--- src/rtl/serial_add_ctrl_if.sv ---
// Operand/result handshake bundle for the bit-serial adder controller.
// The master side presents operands and accepts results; the slave side
// is the controller itself.
interface serial_add_ctrl_if #(
  parameter int WIDTH = 8
);
  logic             in_valid;
  logic             in_ready;
  logic [WIDTH-1:0] a;
  logic [WIDTH-1:0] b;
  logic             cin;
  logic             out_valid;
  logic             out_ready;
  logic [WIDTH-1:0] sum;
  logic             cout;

  modport master (
    output in_valid, a, b, cin, out_ready,
    input  in_ready, out_valid, sum, cout
  );

  modport slave (
    input  in_valid, a, b, cin, out_ready,
    output in_ready, out_valid, sum, cout
  );
endinterface

--- src/rtl/serial_add_ctrl.sv ---
// Bit-serial WIDTH-bit adder: one full-adder cell is time-shared across all
// bit positions, LSB first, one bit per clock. Operands arrive on a
// valid/ready handshake and the result leaves on another; the result
// registers keep the last completed sum until the next one replaces it.
module serial_add_ctrl #(
  parameter int WIDTH = 8
) (
  input  logic              clk,
  input  logic              rst_n,
  serial_add_ctrl_if.slave  bus,
  output logic              busy
);

  localparam int CNT_W = (WIDTH > 1) ? $clog2(WIDTH) : 1;
  localparam logic [CNT_W-1:0] LAST = CNT_W'(WIDTH - 1);

  typedef enum logic [1:0] {
    IDLE = 2'd0,
    RUN  = 2'd1,
    HOLD = 2'd2
  } state_t;

  state_t           state;
  logic [WIDTH-1:0] a_sh;
  logic [WIDTH-1:0] b_sh;
  logic             carry;
  logic [CNT_W-1:0] cnt;
  logic             fa_sum;
  logic             fa_cout;
  logic [WIDTH-1:0] sum_nxt;
  logic             accept;
  logic             running;

  // The single shared full-adder cell: returns {carry-out, sum}.
  function automatic logic [1:0] full_add(input logic x, input logic y, input logic ci);
    return {(x & y) | (ci & (x ^ y)), x ^ y ^ ci};
  endfunction

  assign {fa_cout, fa_sum} = full_add(a_sh[0], b_sh[0], carry);
  assign accept  = (state == IDLE) && bus.in_valid;
  assign running = (state == RUN);

  // Partial-sum shifter. Only the upper WIDTH-1 bits of the partial sum are
  // ever needed again, so that is all that is stored; the newest sum bit
  // enters at the top and the full result is formed combinationally.
  generate
    if (WIDTH == 1) begin : g_w1
      assign sum_nxt = fa_sum;
    end else begin : g_wn
      logic [WIDTH-2:0] sum_sh;

      assign sum_nxt = {fa_sum, sum_sh};

      // Clear on accept, shift one result bit in per RUN cycle.
      always_ff @(posedge clk or negedge rst_n) begin
        if (!rst_n) begin
          sum_sh <= '0;
        end else if (accept) begin
          sum_sh <= '0;
        end else if (running) begin
          sum_sh <= sum_nxt[WIDTH-1:1];
        end
      end
    end
  endgenerate

  // Controller FSM with registered handshake outputs and operand shifters.
  always_ff @(posedge clk or negedge rst_n) begin
    if (!rst_n) begin
      state         <= IDLE;
      bus.in_ready  <= 1'b1;
      bus.out_valid <= 1'b0;
      busy          <= 1'b0;
      bus.sum       <= '0;
      bus.cout      <= 1'b0;
      a_sh          <= '0;
      b_sh          <= '0;
      carry         <= 1'b0;
      cnt           <= '0;
    end else begin
      case (state)
        IDLE: begin
          if (bus.in_valid) begin
            a_sh         <= bus.a;
            b_sh         <= bus.b;
            carry        <= bus.cin;
            cnt          <= '0;
            state        <= RUN;
            bus.in_ready <= 1'b0;
            busy         <= 1'b1;
          end
        end
        RUN: begin
          carry <= fa_cout;
          a_sh  <= a_sh >> 1;
          b_sh  <= b_sh >> 1;
          cnt   <= cnt + 1'b1;
          if (cnt == LAST) begin
            state         <= HOLD;
            bus.sum       <= sum_nxt;
            bus.cout      <= fa_cout;
            bus.out_valid <= 1'b1;
          end
        end
        HOLD: begin
          if (bus.out_ready) begin
            state         <= IDLE;
            bus.out_valid <= 1'b0;
            bus.in_ready  <= 1'b1;
            busy          <= 1'b0;
          end
        end
        default: begin
          state         <= IDLE;
          bus.out_valid <= 1'b0;
          bus.in_ready  <= 1'b1;
          busy          <= 1'b0;
        end
      endcase
    end
  end

endmodule

--- src/flat_wrapper.sv ---
// flat-port wrapper written by rule: the top's interface ports become plain ports
module serial_add_ctrl_flat 
#(
  parameter int WIDTH = 8
)
  (clk, rst_n, busy, bus_in_valid, bus_a, bus_b, bus_cin, bus_out_ready, bus_in_ready, bus_out_valid, bus_sum, bus_cout);
  serial_add_ctrl_if #(.WIDTH(WIDTH)) bus_i ();
  input  logic clk;
  input  logic rst_n;
  output logic busy;
  input wire logic [$bits(bus_i.in_valid)-1:0] bus_in_valid;
  input wire logic [$bits(bus_i.a)-1:0] bus_a;
  input wire logic [$bits(bus_i.b)-1:0] bus_b;
  input wire logic [$bits(bus_i.cin)-1:0] bus_cin;
  input wire logic [$bits(bus_i.out_ready)-1:0] bus_out_ready;
  output wire logic [$bits(bus_i.in_ready)-1:0] bus_in_ready;
  output wire logic [$bits(bus_i.out_valid)-1:0] bus_out_valid;
  output wire logic [$bits(bus_i.sum)-1:0] bus_sum;
  output wire logic [$bits(bus_i.cout)-1:0] bus_cout;
  assign bus_i.in_valid = bus_in_valid;
  assign bus_i.a = bus_a;
  assign bus_i.b = bus_b;
  assign bus_i.cin = bus_cin;
  assign bus_i.out_ready = bus_out_ready;
  assign bus_in_ready = bus_i.in_ready;
  assign bus_out_valid = bus_i.out_valid;
  assign bus_sum = bus_i.sum;
  assign bus_cout = bus_i.cout;
  serial_add_ctrl #(.WIDTH(WIDTH)) u_core (.clk(clk), .rst_n(rst_n), .bus(bus_i), .busy(busy));
endmodule
--- config.mk ---
export PLATFORM = sky130hd
export DESIGN_NAME = serial_add_ctrl_flat
export DESIGN_NICKNAME = d
export VERILOG_FILES = /design/src/rtl/serial_add_ctrl_if.sv /design/src/rtl/serial_add_ctrl.sv /design/src/flat_wrapper.sv
export SDC_FILE = /design/constraint.sdc
export NUM_CORES = 1
export LEC_CHECK = 0
export CAP_MARGIN = 20
export CORE_ASPECT_RATIO = 0.9
export CORE_MARGIN = 3
export CORE_UTILIZATION = 30
export DETAILED_ROUTE_END_ITERATION = 6
export PLACE_DENSITY = 0.56
export SYNTH_ARGS = -nofsm -noshare
export SYNTH_HDL_FRONTEND = slang
export SYNTH_SLANG_ARGS = --single-unit
--- constraint.sdc ---
create_clock -name clk -period 1.8 [get_ports clk]
set_clock_uncertainty 0.1 [all_clocks]
set_input_delay 0.27 -clock clk [delete_from_list [all_inputs] [get_ports clk]]
set_output_delay 0.27 -clock clk [all_outputs]
set_load 0.1 [all_outputs]
==> reports/results.tsv, run 1 <==
stage	metric	value	unit
status	status	completed	
clocking	cts_buffers	5	
die	ios	33	
placement	pre_cts_slack	0.241	ns
route	via_per_inst	4.86	
timing	drv_slew	0	
global_routing	grt_pass1_wl	6400	um
clocking	clk_latency	0.29	ns
setup_path	ff2ff_path_depth	4	
timing	setup_ws	0.249	ns
setup_path	cp-start-kind	register	
timing	hold_viol	0	
finish	nets	219	
clocking	postCtsSetupBuffers	0	
setup_path	path_delay_family	adder cells	
setup_path	path_common_cell	ha_1	
finish	fillers	551	
timing	fin_crit	1.55	ns
die	placementRows	26	
logic_synthesis	syn_inst	156	
global_routing	grt_max_degree	25	
global_routing	grt_overflow	0	
power	internal-power	2750	uW
finish	drive_above_1_share	0.219	
timing	max_slew.worst_pin.slew	0.382	ns
placement	routabilityCongestion	0.746	
route	drt_iter0_markers	61	
clocking	cts_tree	yes	
clocking	htreeDepth	2	
timing	rsz0062_at_grt	no	
logic_synthesis	yosysSeqAreaShare	0.570	
setup_path	worstSetupStartpoint	u_core.cnt[0]	
route	post_drt_wl_per_cell	13.8	um
logic_synthesis	netlist-cell-type-count	23	
power	seqPwrFrac	0.342	
power	power.share.combinational	0.539	
die	die_h	79.5	um
finish	antenna_cells	0	
logic_synthesis	synth_flop_cell	dfrtp_1	
job	cap_violations	0	
logic_synthesis	synth_edf_count	0	
route	drc	0	
setup_path	cp-endpoint	u_core.bus.sum[7]	
global_routing	first_global_vias	1323	
route	vias	1292	
clocking	clockRootBuffer	clkbuf_8	
setup_path	worst_setup_path_end_kind	register	
global_routing	antenna_found_initial	0	
power	p_leak	0.00107	uW
setup_path	path_buf_inv	0	
setup_path	arrival	1.63	ns
power	clkPwrFrac	0.119	
setup_path	critPathSlowestCell	dfrtp_1	
clocking	clock-sinks	41	
timing	relSlewSlack	0.745	
power	swShare	0.441	
logic_synthesis	synth.yosys.warnings	0	
die	initial_core_util	0.313	
setup_path	path_cells	ha_1, ha_1, nand2_8, mux2_4	
logic_synthesis	synth_fa_ha_area_frac	0.0250	
power	ir_drop	928	uV
setup_path	r2r_slack	0.25	ns
setup_path	cp_max_fo	10	
logic_synthesis	synth-compound-area-share	0.146	
logic_synthesis	synthXorXnorAreaFrac	0	
setup_path	crit_required	1.88	ns
logic_synthesis	synthMuxAreaShare	0.0749	
logic_synthesis	synth-seq-cells	41	
timing	finalSetupTns	0	ns
finish	design_area	0.00243	mm^2
die	die-area	0.00698	mm^2
logic_synthesis	syn_nets	180	
clocking	clk_pin_slew_worst_paths	0.08	ns
clocking	cts_buffer_depth	2	
logic_synthesis	async_reset_ff_frac	1.00	
placement	dp.final_hpwl	2570	um
setup_path	critical_path_class	reg -> reg	
timing	timing.fmax	645	MHz
route	first_pass_iters	4	
logic_synthesis	syn_area	0.00180	mm^2
route	antenna_left	0	
setup_path	crit_path_max_incr_delay	0.40	ns
placement	portBuffers	32	
power	power	4930	uW
setup_path	worstReg2RegEnd	u_core.bus.sum[7]	
power	power_density	2030	mW/mm^2
timing	setup_viol	0	
global_routing	track_usage	0.120	
die	die_w	87.7	um
setup_path	reg2reg_from	u_core.cnt[0]	
min_path	worst_hold_path_type	in -> async	
timing	period_share	0.862	
route	routed_wl	3670	um
setup_path	cp.depth	4	
placement	placed_area	0.00233	mm^2
logic_synthesis	synthSimpleGateAreaFrac	0.146	
finish	post-route-util	0.422	
power	p_switching	2170	uW
finish	synthToLayoutAreaGrowth	34.8	%
logic_synthesis	synth_top_family_by_area	compound AO/OA/AOI/OAI gates	
logic_synthesis	avgSynthCellArea	11.6	um^2
die	fp.coreArea	0.00576	mm^2
==> final cells by class <==
class                      count  area [um^2]  area share
sequential                    41         1030       0.423
timing repair buffer          43          520       0.214
multi-input combinational    104          708       0.291
clock inverter                 3         17.5     0.00721
tap                           70         87.6      0.0360
clock buffer                   5         68.8      0.0283
==> worst reg2reg max path, delay by kind of cell (launching register included) <==
kind	cells	cell delay, ns
AND/OR/NAND/NOR	1	0.16
adder cells (fa/ha/maj)	2	0.48
flip-flops	1	0.40
multiplexers	1	0.31
==> kinds of logic (layout without fill, tap and decap cells) <==
logic type | after synthesis | in the layout
flip-flops | 41 | 41
AO/OA/AOI/OAI | 34 | 34
buffers and inverters | 11 | 51
AND/OR/NAND/NOR | 58 | 58
adder cells (fa/ha/maj) | 3 | 3
multiplexers | 9 | 9
==> power groups by stage <==
stage / clock (uW) / combinational (uW) / sequential, uW
final: 587 / 2660 / 1680
after global routing: 653 / 2840 / 1750
after CTS: 622 / 2690 / 1690
after detailed placement: 0 / 2690 / 1690
after global placement: 0 / 2660 / 1690
after floorplan: 0 / 1030 / 2450
==> cells in the mapped netlist, types with 2 or more instances <==
cell | n | area, um^2
o21ai_0 | 3 | 15.0
buf_4 | 3 | 22.5
nor2_1 | 33 | 124
buf_2 | 6 | 30.0
nand2_1 | 5 | 18.8
nor3_1 | 15 | 75.1
nand2b_1 | 2 | 12.5
a21oi_1 | 3 | 15.0
a211oi_1 | 14 | 105
mux2_4 | 9 | 135
ha_1 | 2 | 25.0
a22o_1 | 11 | 96.3
dfrtp_1 | 40 | 1000
==> placed cells by master (no fill, tap or decap), drive strengths merged <==
cell type	instances
a21oi	3
nand2	6
mux2	9
nor3	15
nand2b	2
clkinvlp	1
dfrtp	40
o21bai	1
ha	2
nor2b	1
clkinv	2
dlygate4sd3	1
fa	1
nor2	33
clkbuf	5
clkdlybuf4s50	19
dfstp	1
buf	23
and2b	1
a22o	11
o21ba	1
o21ai	3
a211oi	14
o32ai	1
==> through the flow <==
step	hold slack (ns)	cells
after floorplan	-0.126	156
after global placement	0.114	257
after detailed placement	0.119	257
after CTS	0.327	266
after global routing	0.366	266
final	0.323	266
==> per-layer routing <==
layer | wire length (um) | global-route usage
met1 | 1770 | 0.166
met2 | 1630 | 0.170
met3 | 187 | 0.0289
met4 | 82 | 0.0644
met5 | 0 | 0
==> sequential cells by signal (all words and copies together), names as in the netlist <==
name                  flops
u_core.bus.cout           1
u_core.bus.sum            8
u_core.carry              1
u_core.cnt                3
u_core.bus.out_valid      1
u_core.a_sh               8
u_core.bus.in_ready       1
u_core.g_wn.sum_sh        7
u_core.b_sh               8
u_core.busy               1
u_core.state              2
==> how the worst min path moves through the flow <==
stage                         to  depth (start not counted)
6_report          u_core.b_sh[5]                          2
5_1_grt        u_core.bus.sum[0]                          2
4_1_cts           u_core.b_sh[5]                          2
3_5_place_dp   u_core.bus.sum[0]                          1
3_3_place_gp   u_core.bus.sum[0]                          1
2_1_floorplan     u_core.a_sh[0]                          0
==> timing repair <==
item / 4_1_cts / 5_1_grt
resized for setup: 0 / 0
hold buffers: 1 / 0
hold endpoints to repair: 14 / 0
Power figures use the tool's default switching activity.
==> inputs of run 2 (changes only) <==
--- a/config.mk
+++ b/config.mk
@@ -7,7 +7,7 @@
 export LEC_CHECK = 0
 export CAP_MARGIN = 20
 export CORE_ASPECT_RATIO = 0.9
-export CORE_MARGIN = 3
+export CORE_MARGIN = 2
 export CORE_UTILIZATION = 30
 export DETAILED_ROUTE_END_ITERATION = 6
 export PLACE_DENSITY = 0.56
==> reports/results.tsv, run 2 (synthesized netlist as in run 1, its figures left out) <==
stage	metric	value	unit
timing	hold_viol	0	
die	placementRows	26	
timing	timing.fmax	643	MHz
route	via_per_inst	4.83	
placement	routabilityCongestion	0.696	
setup_path	cp_max_fo	10	
timing	rsz0062_at_grt	no	
placement	dp.final_hpwl	2480	um
timing	finalSetupTns	0	ns
clocking	cts_buffer_depth	2	
finish	drive_above_1_share	0.210	
setup_path	worst_setup_path_end_kind	register	
power	p_leak	0.00107	uW
clocking	cts_buffers	5	
job	cap_violations	0	
clocking	postCtsSetupBuffers	0	
route	drt_iter0_markers	79	
global_routing	grt_max_degree	25	
setup_path	crit_required	1.87	ns
timing	max_slew.worst_pin.slew	0.462	ns
power	ir_drop	928	uV
finish	nets	218	
die	ios	33	
die	die_h	77.5	um
timing	period_share	0.864	
power	power_density	2010	mW/mm^2
die	fp.coreArea	0.00573	mm^2
clocking	htreeDepth	2	
setup_path	arrival	1.62	ns
global_routing	track_usage	0.115	
finish	reg_top3	u_core.a_sh x8, u_core.b_sh x8, u_core.bus.sum x8	
route	post_drt_wl_per_cell	13.2	um
timing	drv_slew	0	
route	vias	1279	
route	routed_wl	3500	um
clocking	cts_tree	yes	
finish	layout_commonest_cell	dfrtp_1	
setup_path	r2r_slack	0.25	ns
finish	fillers	555	
timing	relSlewSlack	0.692	
route	antenna_left	0	
setup_path	cp-start-kind	register	
status	status	completed	
die	die-area	0.00665	mm^2
die	die_w	85.7	um
finish	final_cell_mix	dfrtp_1, nor2_1, clkdlybuf4s50_1, nor3_1, a211oi_1	
finish	design_area	0.00243	mm^2
clocking	clk_pin_slew_worst_paths	0.08	ns
timing	fin_crit	1.55	ns
global_routing	grt_overflow	0	
global_routing	antenna_found_initial	0	
min_path	worst_hold_path_type	in -> async	
finish	antenna_cells	0	
global_routing	first_global_vias	1317	
global_routing	grt_pass1_wl	6110	um
finish	synthToLayoutAreaGrowth	34.8	%
setup_path	critical_path_class	reg -> reg	
placement	portBuffers	32	
setup_path	ff2ff_path_depth	4	
clocking	clk_latency	0.28	ns
route	drc	0	
placement	placed_area	0.00234	mm^2
clocking	clock-sinks	41	
clocking	clockRootBuffer	clkbuf_8	
route	first_pass_iters	4	
die	initial_core_util	0.315	
timing	setup_viol	0	
[run 2: final timing paths]
path                          startpoint                 to
max in group asynchronous          rst_n     u_core.b_sh[0]
min                                rst_n        u_core.busy
min in group clk           u_core.cnt[0]      u_core.cnt[0]
max                        u_core.cnt[0]  u_core.bus.sum[5]
max reg2reg                u_core.cnt[0]  u_core.bus.sum[5]
min reg2reg                u_core.cnt[0]      u_core.cnt[0]
[run 2: layout make-up]
type                       count  area [um^2]  share of cell area
sequential                    41         1030               0.423
multi-input combinational    104          708               0.291
timing repair buffer          42          526               0.216
tap                           70         87.6              0.0360
clock buffer                   6         72.6              0.0299
clock inverter                 2         10.0             0.00412
[run 2: per-layer routing]
metal  share of wire  GRT usage  vias to the layer above
li1                -          -                      624
met4           0.017     0.0476                        0
met5               0          0                        -
met1            0.51      0.164                      633
met3           0.031     0.0213                        5
met2            0.45      0.170                       17
[run 2: critical path: stages (launching register included)]
cell and delay [ns]:
dfrtp_1 0.40, ha_1 0.21, ha_1 0.27, nand2_8 0.15, mux2_4 0.31
[run 2: where the power goes]
group | switching, uW | internal [uW] | total (uW)
clock | 290 | 269 | 559
combinational | 1510 | 1140 | 2640
sequential | 338 | 1350 | 1690
[run 2: through the flow]
| stage | hold slack [ns] | cells | utilization | power, uW | setup WS [ns] |
|---|---|---|---|---|---|
| 2_1_floorplan | -0.126 | 156 | - | 3480 | 0.332 |
| 3_3_place_gp | 0.141 | 256 | 0.408 | 4340 | 0.244 |
| 3_5_place_dp | 0.147 | 256 | 0.408 | 4380 | 0.203 |
| 4_1_cts | 0.370 | 265 | 0.425 | 4960 | 0.234 |
| 5_1_grt | 0.389 | 265 | 0.425 | 5200 | 0.182 |
| 6_report | 0.368 | 265 | 0.425 | 4890 | 0.245 |
[run 2: repair_timing]
action / in CTS / in global routing
setup endpoints to repair: 0 / 0
hold buffers: 1 / 0
resized for setup: 0 / 0
endpoints found under the hold margin: 16 / 0
